<file path="config.mk">
export PLATFORM = sky130hd
export DESIGN_NAME = pipeline_stall_controller
export DESIGN_NICKNAME = d
export VERILOG_FILES = /design/src/rtl/pipectrl_pkg.sv /design/src/rtl/md_occupancy_counter.sv /design/src/rtl/pipeline_stall_controller.sv
export SDC_FILE = /design/constraint.sdc
export NUM_CORES = 1
export LEC_CHECK = 0
export CAP_MARGIN = 20
export CORE_AREA = 3 3 40 42
export CTS_BUF_LIST = sky130_fd_sc_hd__clkbuf_4 sky130_fd_sc_hd__clkbuf_8 sky130_fd_sc_hd__clkbuf_16
export CTS_CLUSTER_DIAMETER = 80
export CTS_CLUSTER_SIZE = 12
export DETAILED_ROUTE_END_ITERATION = 16
export DIE_AREA = 0 0 43 45
export DONT_BUFFER_PORTS = 1
export HOLD_SLACK_MARGIN = 0.05
export SYNTH_ARGS = -nofsm -noshare
export SYNTH_HDL_FRONTEND = slang
export SYNTH_SLANG_ARGS = --single-unit
</file>
<file path="constraint.sdc">
create_clock -name clk -period 5 [get_ports clk]
set_input_delay 0.25 -clock clk [delete_from_list [all_inputs] [get_ports clk]]
set_output_delay 0.25 -clock clk [all_outputs]
set_load 0.05 [all_outputs]
</file>
<file path="src/rtl/pipectrl_pkg.sv">
// Shared definitions for the semiMIPS pipeline stall/flush controller:
// MULT/DIV occupancy state encoding and default latency/counter width.
package pipectrl_pkg;

  typedef enum logic {
    IDLE = 1'b0,
    BUSY = 1'b1
  } md_state_e;

  localparam int MDLAT_DEF  = 32;
  localparam int MDCNTW_DEF = 6;

endpackage : pipectrl_pkg

</file>
<file path="src/rtl/md_occupancy_counter.sv">
// MULT/DIV occupancy down-counter: loads MDLAT on a start and counts to zero,
// flagging the final occupied cycle so the controller can release the stall.
module md_occupancy_counter
  import pipectrl_pkg::*;
#(
  parameter int MDLAT  = MDLAT_DEF,
  parameter int MDCNTW = MDCNTW_DEF
) (
  input  logic clk,
  input  logic rst_n,
  input  logic load,
  output logic busy,
  output logic last
);

  logic [MDCNTW-1:0] cnt_q;
  logic [MDCNTW-1:0] cnt_d;

  always_comb begin
    cnt_d = cnt_q;
    if (load) begin
      cnt_d = MDCNTW'(MDLAT);
    end else if (cnt_q != '0) begin
      cnt_d = cnt_q - MDCNTW'(1);
    end
  end

  always_ff @(posedge clk or negedge rst_n) begin
    if (!rst_n) begin
      cnt_q <= '0;
    end else begin
      cnt_q <= cnt_d;
    end
  end

  assign busy = (cnt_q != '0);
  assign last = (cnt_q == MDCNTW'(1));

endmodule : md_occupancy_counter

</file>
<file path="src/rtl/pipeline_stall_controller.sv">
// Central stall/flush sequencer merging load-use, MULT/DIV occupancy and branch flushes.
// Optional performance counters (stallcnt/flushcnt) are enabled by PIPECTRL_PERF_EN.
module pipeline_stall_controller
  import pipectrl_pkg::*;
#(
  parameter int MDLAT  = MDLAT_DEF,
  parameter int MDCNTW = MDCNTW_DEF
) (
  input  logic        clk,
  input  logic        rst_n,
  input  logic        loaduse,
  input  logic        mdreq,
  input  logic        hilord,
  input  logic        brtaken,
  output logic        pcen,
  output logic        ifiden,
  output logic        ifidflush,
  output logic        ctrlsig,
  output logic        mdstart,
`ifdef PIPECTRL_PERF_EN
  output logic [31:0] stallcnt,
  output logic [31:0] flushcnt,
`endif
  output logic        mdbusy
);

  md_state_e state_q;
  md_state_e state_d;
  logic      md_busy;
  logic      md_last;
  logic      stall;

  md_occupancy_counter #(
    .MDLAT  (MDLAT),
    .MDCNTW (MDCNTW)
  ) u_md_cnt (
    .clk   (clk),
    .rst_n (rst_n),
    .load  (mdstart),
    .busy  (md_busy),
    .last  (md_last)
  );

  always_ff @(posedge clk or negedge rst_n) begin
    if (!rst_n) begin
      state_q <= IDLE;
    end else begin
      state_q <= state_d;
    end
  end

  always_comb begin
    state_d = state_q;
    case (state_q)
      IDLE: if (mdstart) state_d = BUSY;
      BUSY: if (md_last || !md_busy) state_d = IDLE;
      default: state_d = IDLE;
    endcase
  end

  assign stall = loaduse | ((state_q == BUSY) & (mdreq | hilord));

  // if/else (not ?:) so an X on brtaken or stall falls through to the run defaults.
  always_comb begin
    pcen      = 1'b1;
    ifiden    = 1'b1;
    ifidflush = 1'b0;
    ctrlsig   = 1'b0;
    mdstart   = 1'b0;
    if (!rst_n) begin
      mdstart = 1'b0;
    end else if (brtaken) begin
      ifidflush = 1'b1;
      ctrlsig   = 1'b1;
    end else if (stall) begin
      pcen    = 1'b0;
      ifiden  = 1'b0;
      ctrlsig = 1'b1;
    end else begin
      mdstart = mdreq & (state_q == IDLE);
    end
  end

  assign mdbusy = (state_q == BUSY);

`ifdef PIPECTRL_PERF_EN
  logic        stall_act;
  logic [31:0] stallcnt_q;
  logic [31:0] stallcnt_d;
  logic [31:0] flushcnt_q;
  logic [31:0] flushcnt_d;

  assign stall_act = !brtaken && stall;

  always_comb begin
    stallcnt_d = stallcnt_q;
    flushcnt_d = flushcnt_q;
    if (stall_act) stallcnt_d = stallcnt_q + 32'd1;
    if (brtaken)   flushcnt_d = flushcnt_q + 32'd1;
  end

  always_ff @(posedge clk or negedge rst_n) begin
    if (!rst_n) begin
      stallcnt_q <= '0;
      flushcnt_q <= '0;
    end else begin
      stallcnt_q <= stallcnt_d;
      flushcnt_q <= flushcnt_d;
    end
  end

  assign stallcnt = stallcnt_q;
  assign flushcnt = flushcnt_q;
`endif

endmodule : pipeline_stall_controller
</file>
# == Yosys cells after proc, flatten, opt, wreduce, memory -nomap -nowiden ==
# Cells that the tools add are included.
# word_totals
inputBits,6
out_inout_bits,6
ff_bits,7
# op_classes
add_sub_neg,1
muxes,16
bitwise,5
eq_ne,1
n_reduce_logical,4
# ops
op,count
two-way mux 1 bit,13
two-way mux 6 bit,2
equality test 6 x 1 -> 1 bit (second input constant),1
nonzero test 6 bit,1
subtractor 6 x 1 -> 6 bit (second input constant),1
AND 1 bit,2
OR 1 bit,2
one-hot mux 1 bit (2 select lines),1
nonzero test 2 bit,1
logical NOT 1 bit,1
logical OR 1 bit,1
inverter 1 bit,1

# == Longest topological paths before layout ==
# logic_depth
word_depth,8
depth_mapped,5
ltp_nobuf,5

# == By module ==
# A second synthesis with hierarchy kept.
# unflattened
hier_cells,47
hier_area_um2,465.4
# modules_own_cells
mod,seq_area_each_um2,cells_per_inst,instances,area_each_um2
md_occupancy_counter,150.1,34,1,362.8
pipeline_stall_controller,25.0,13,1,102.6

# == Least setup slack after synthesis ==
# OpenSTA, ideal clock, no wires.
# synth_timing
kind,register to output
startpoint,register state_q (netlist: mdbusy)
endpoint,output ctrlsig
setup_slack_ns,2.750
path_stages_with_launch,3
arrival_ns,2.000
path_cell_list,dfrtp_1 o21ai_0 a21boi_0
# synth_via
elab_chain_cells,5
# synth_rtl
element,line,rtl
"start, declared",pipeline_stall_controller.sv:27,md_state_e state_q;
"start signal, assigned",pipeline_stall_controller.sv:48,state_q <= state_d;
AND 1 bit,pipeline_stall_controller.sv:61,assign stall = loaduse | ((state_q == BUSY) & (mdreq | hilord));
OR 1 bit,pipeline_stall_controller.sv:61,
two-way mux 1 bit,pipeline_stall_controller.sv:75,end else if (stall) begin
two-way mux 1 bit,pipeline_stall_controller.sv:72,end else if (brtaken) begin
two-way mux 1 bit,pipeline_stall_controller.sv:70,if (!rst_n) begin
"end, declared",pipeline_stall_controller.sv:18,"output logic ctrlsig,"
# No other way between the ends.

# == Final worst setup path ==
# layout_timing
startpoint,register state_q (netlist: mdbusy)
endpoint,output ifiden
# layout_via
elab_chain_cells,5
# layout_rtl
element,line,rtl
AND 1 bit,pipeline_stall_controller.sv:61,
OR 1 bit,pipeline_stall_controller.sv:61,
two-way mux 1 bit,pipeline_stall_controller.sv:75,
two-way mux 1 bit,pipeline_stall_controller.sv:72,
two-way mux 1 bit,pipeline_stall_controller.sv:70,
"end, declared",pipeline_stall_controller.sv:16,"output logic ifiden,"
# No other way between the ends.

==> results_dict.tcl <==
set metrics [dict create \
    synth_nets 56 \
    drive_above_1_share_pct 18.4 \
    worst_pin_slew_ps 1040 \
    seq_area_frac_synth_pct 37.8 \
    dpl.cell_count 59 \
    finalCritPeriodShare_pct 45.3 \
    outcome "completed" \
    setup_viol 0 \
    power_w 0.000345 \
    synth_mux_area_share_pct 0 \
    drt_iter0_markers 6 \
    cts_tree "done" \
    synthTopCellsByArea "dfrtp_1 (38%), ha_1 (8.1%), nor2_1 (3.2%), o31ai_1 (3.2%), nand2b_1 (2.7%)" \
    yosys.area_share.adder_pct 8.11 \
    fmax_mhz 442 \
    yosys_warnings 0 \
    cts-buffers-inserted 3 \
    maxCapViolations 0 \
    power_density_nw_per_um2 682 \
    netlist_area_um2 463 \
    yosys.area.top_type_share_pct 37.8 \
    dp_hpwl_um 612 \
    syn_to_final_growth_pct 9.19 \
    worstPathArrival_ps 2010 \
    slew_headroom_pct 30.2 \
    antenna_found_initial 0 \
    gp_congestion 0.777 \
    hold_class "in -> async" \
    crit_path_max_fanout 4 \
    die_h_um 45 \
    synth-simple-area-share_pct 29.2 \
    root_buffer "clkbuf_4" \
    rows 13 \
    avgSynthCellArea_um2 9.85 \
    peakVddDrop_uv 324 \
    fillers 130 \
    pin_count 12 \
    synthArstFlopShare_pct 100 \
    final_cell_mix "dfrtp_1 (7), nor2_1 (4), clkbuf_4 (4)" \
    slowest_stage "nand3b_1" \
    cts_hold_buffers 1 \
    worst_setup_path_start_kind "flip-flop" \
    r2r_cells 5 \
    seq_area_um2 175 \
    post_cts_buffers 0 \
    final_nets 59 \
    utilization_pct 39.3 \
    synth-compound-area-share_pct 17.8 \
    grt_pass1_wl_um 1560 \
    clkSinkCount 7 \
    synth_area_leader_cell "dfrtp_1" \
    antenna_cells 0 \
    worstSetupPathType "reg -> out" \
    viasPerCell 5.61 \
    fin_crit_ps 2260 \
    clk_latency_ps 260 \
    p_leak_nw 0.217 \
    setup_tns_ps 0 \
    synth_seq_cells 7 \
    critPathRequiredTime_ps 4750 \
    layout_commonest_cell "dfrtp_1" \
    drtAntennaViolNets 0 \
    drcViolationCount 0 \
    core-area_um2 1280 \
    ctsResizeCount 0 \
    die-width_um 43 \
    grt_pass1_vias 340 \
    multi_input_area_um2 264 \
    grt_usage_pct 12.1 \
    grt_setup_unrepaired "false" \
    synth_xor_area_share_pct 1.89 \
    max_stage_delay_ps 750 \
    dr.pass1.iters 3 \
    num_vias 359 \
    hold_ws_ps 326 \
    worstPathCellList "o21ai_0, nand2b_1, nand3b_1" \
    finalHoldViolations 0 \
    worst_clock_skew_ps 4.27 \
    clk_pin_slew_ps 60 \
    gr-total-overflow 0 \
    initial_utilization_pct 36.0 \
    synth-main-ff-cell "dfrtp_1" \
    fin_cells 64 \
    syn_inst 47 \
    grt_start_max_net_pins 9 \
    port_buffers 0 \
    htree_levels 1 \
    synth_edf_count 0 \
    synth_top_family_by_area "simple AND/OR/NAND/NOR gates" \
    wirelength_um 852 \
    die_area_um2 1940 \
    ys_types 30 \
    crit_path_end_kind "output port" \
    cts.path.max_buffers 2 \
    drv_slew 0 \
    wl_per_cell_um 13.3 \
]
worst max-delay path, delay by kind of cell, from the launching register on:
family,cells,cell delay (ps)
and+or+nand+nor,2,870
AOI/OAI and AO/OA,1,230
DFF,1,660
cells in the mapped netlist (2+ instances only):
master	count
nand2b_1	2
ha_1	3
nor4_1	2
a21oi_1	2
nor3_1	2
o31ai_1	2
inv_1	2
dfrtp_1	7
nor2_1	4
cell type report:
| cell class | instances | area share, % |
|---|---|---|
| multi-input combinational | 35 | 52.2 |
| clock buffer | 4 | 5.94 |
| tap | 15 | 3.71 |
| timing repair buffer | 1 | 1.98 |
| inverter | 2 | 1.49 |
| sequential | 7 | 34.7 |
metal layers:
layer | part of all wire [%] | up-vias | global-route usage, %
li1 | - | 176 | -
met1 | 46 | 163 | 15.5
met3 | 12 | 5 | 8.37
met5 | 0 | - | 0
met2 | 38 | 15 | 13.5
met4 | 3.9 | 0 | 9.04
power breakdown:
part           internal (W)  switching [W]
clock network     0.0000360      0.0000231
registers         0.0000862      0.0000564
logic             0.0000727      0.0000702
total              0.000195       0.000150
sequential cells by signal (all words and copies together) (netlist names):
register	count
mdbusy	1
u_md_cnt.cnt_q	6
logic make-up (layout without fill, tap and decap cells):
family                     after synthesis  in the layout
DFF                                      7              7
buffers and inverters                    5              7
and+or+nand+nor                         20             20
AOI/OAI and AO/OA                       11             11
xor gates and xnor gates                 1              1
adders and majority gates                3              3
per-stage QoR:
step	worst slack [ps]	area, µm²
6_report	2740	505
5_1_grt	2620	505
4_1_cts	2710	505
3_5_place_dp	3010	465
3_3_place_gp	3040	465
2_1_floorplan	2750	463
worst paths after layout:
kind,startpoint,slack (ps),to
worst max-delay path,mdbusy,2740,ifiden
worst min-delay path,rst_n,330,mdbusy
worst max register to register,u_md_cnt.cnt_q[0],3110,u_md_cnt.cnt_q[1]
worst min register to register,u_md_cnt.cnt_q[5],590,mdbusy
max in group asynchronous,rst_n,4420,u_md_cnt.cnt_q[2]
min in group clk,u_md_cnt.cnt_q[5],590,mdbusy
No activity file was read; power rests on OpenSTA's default activity.
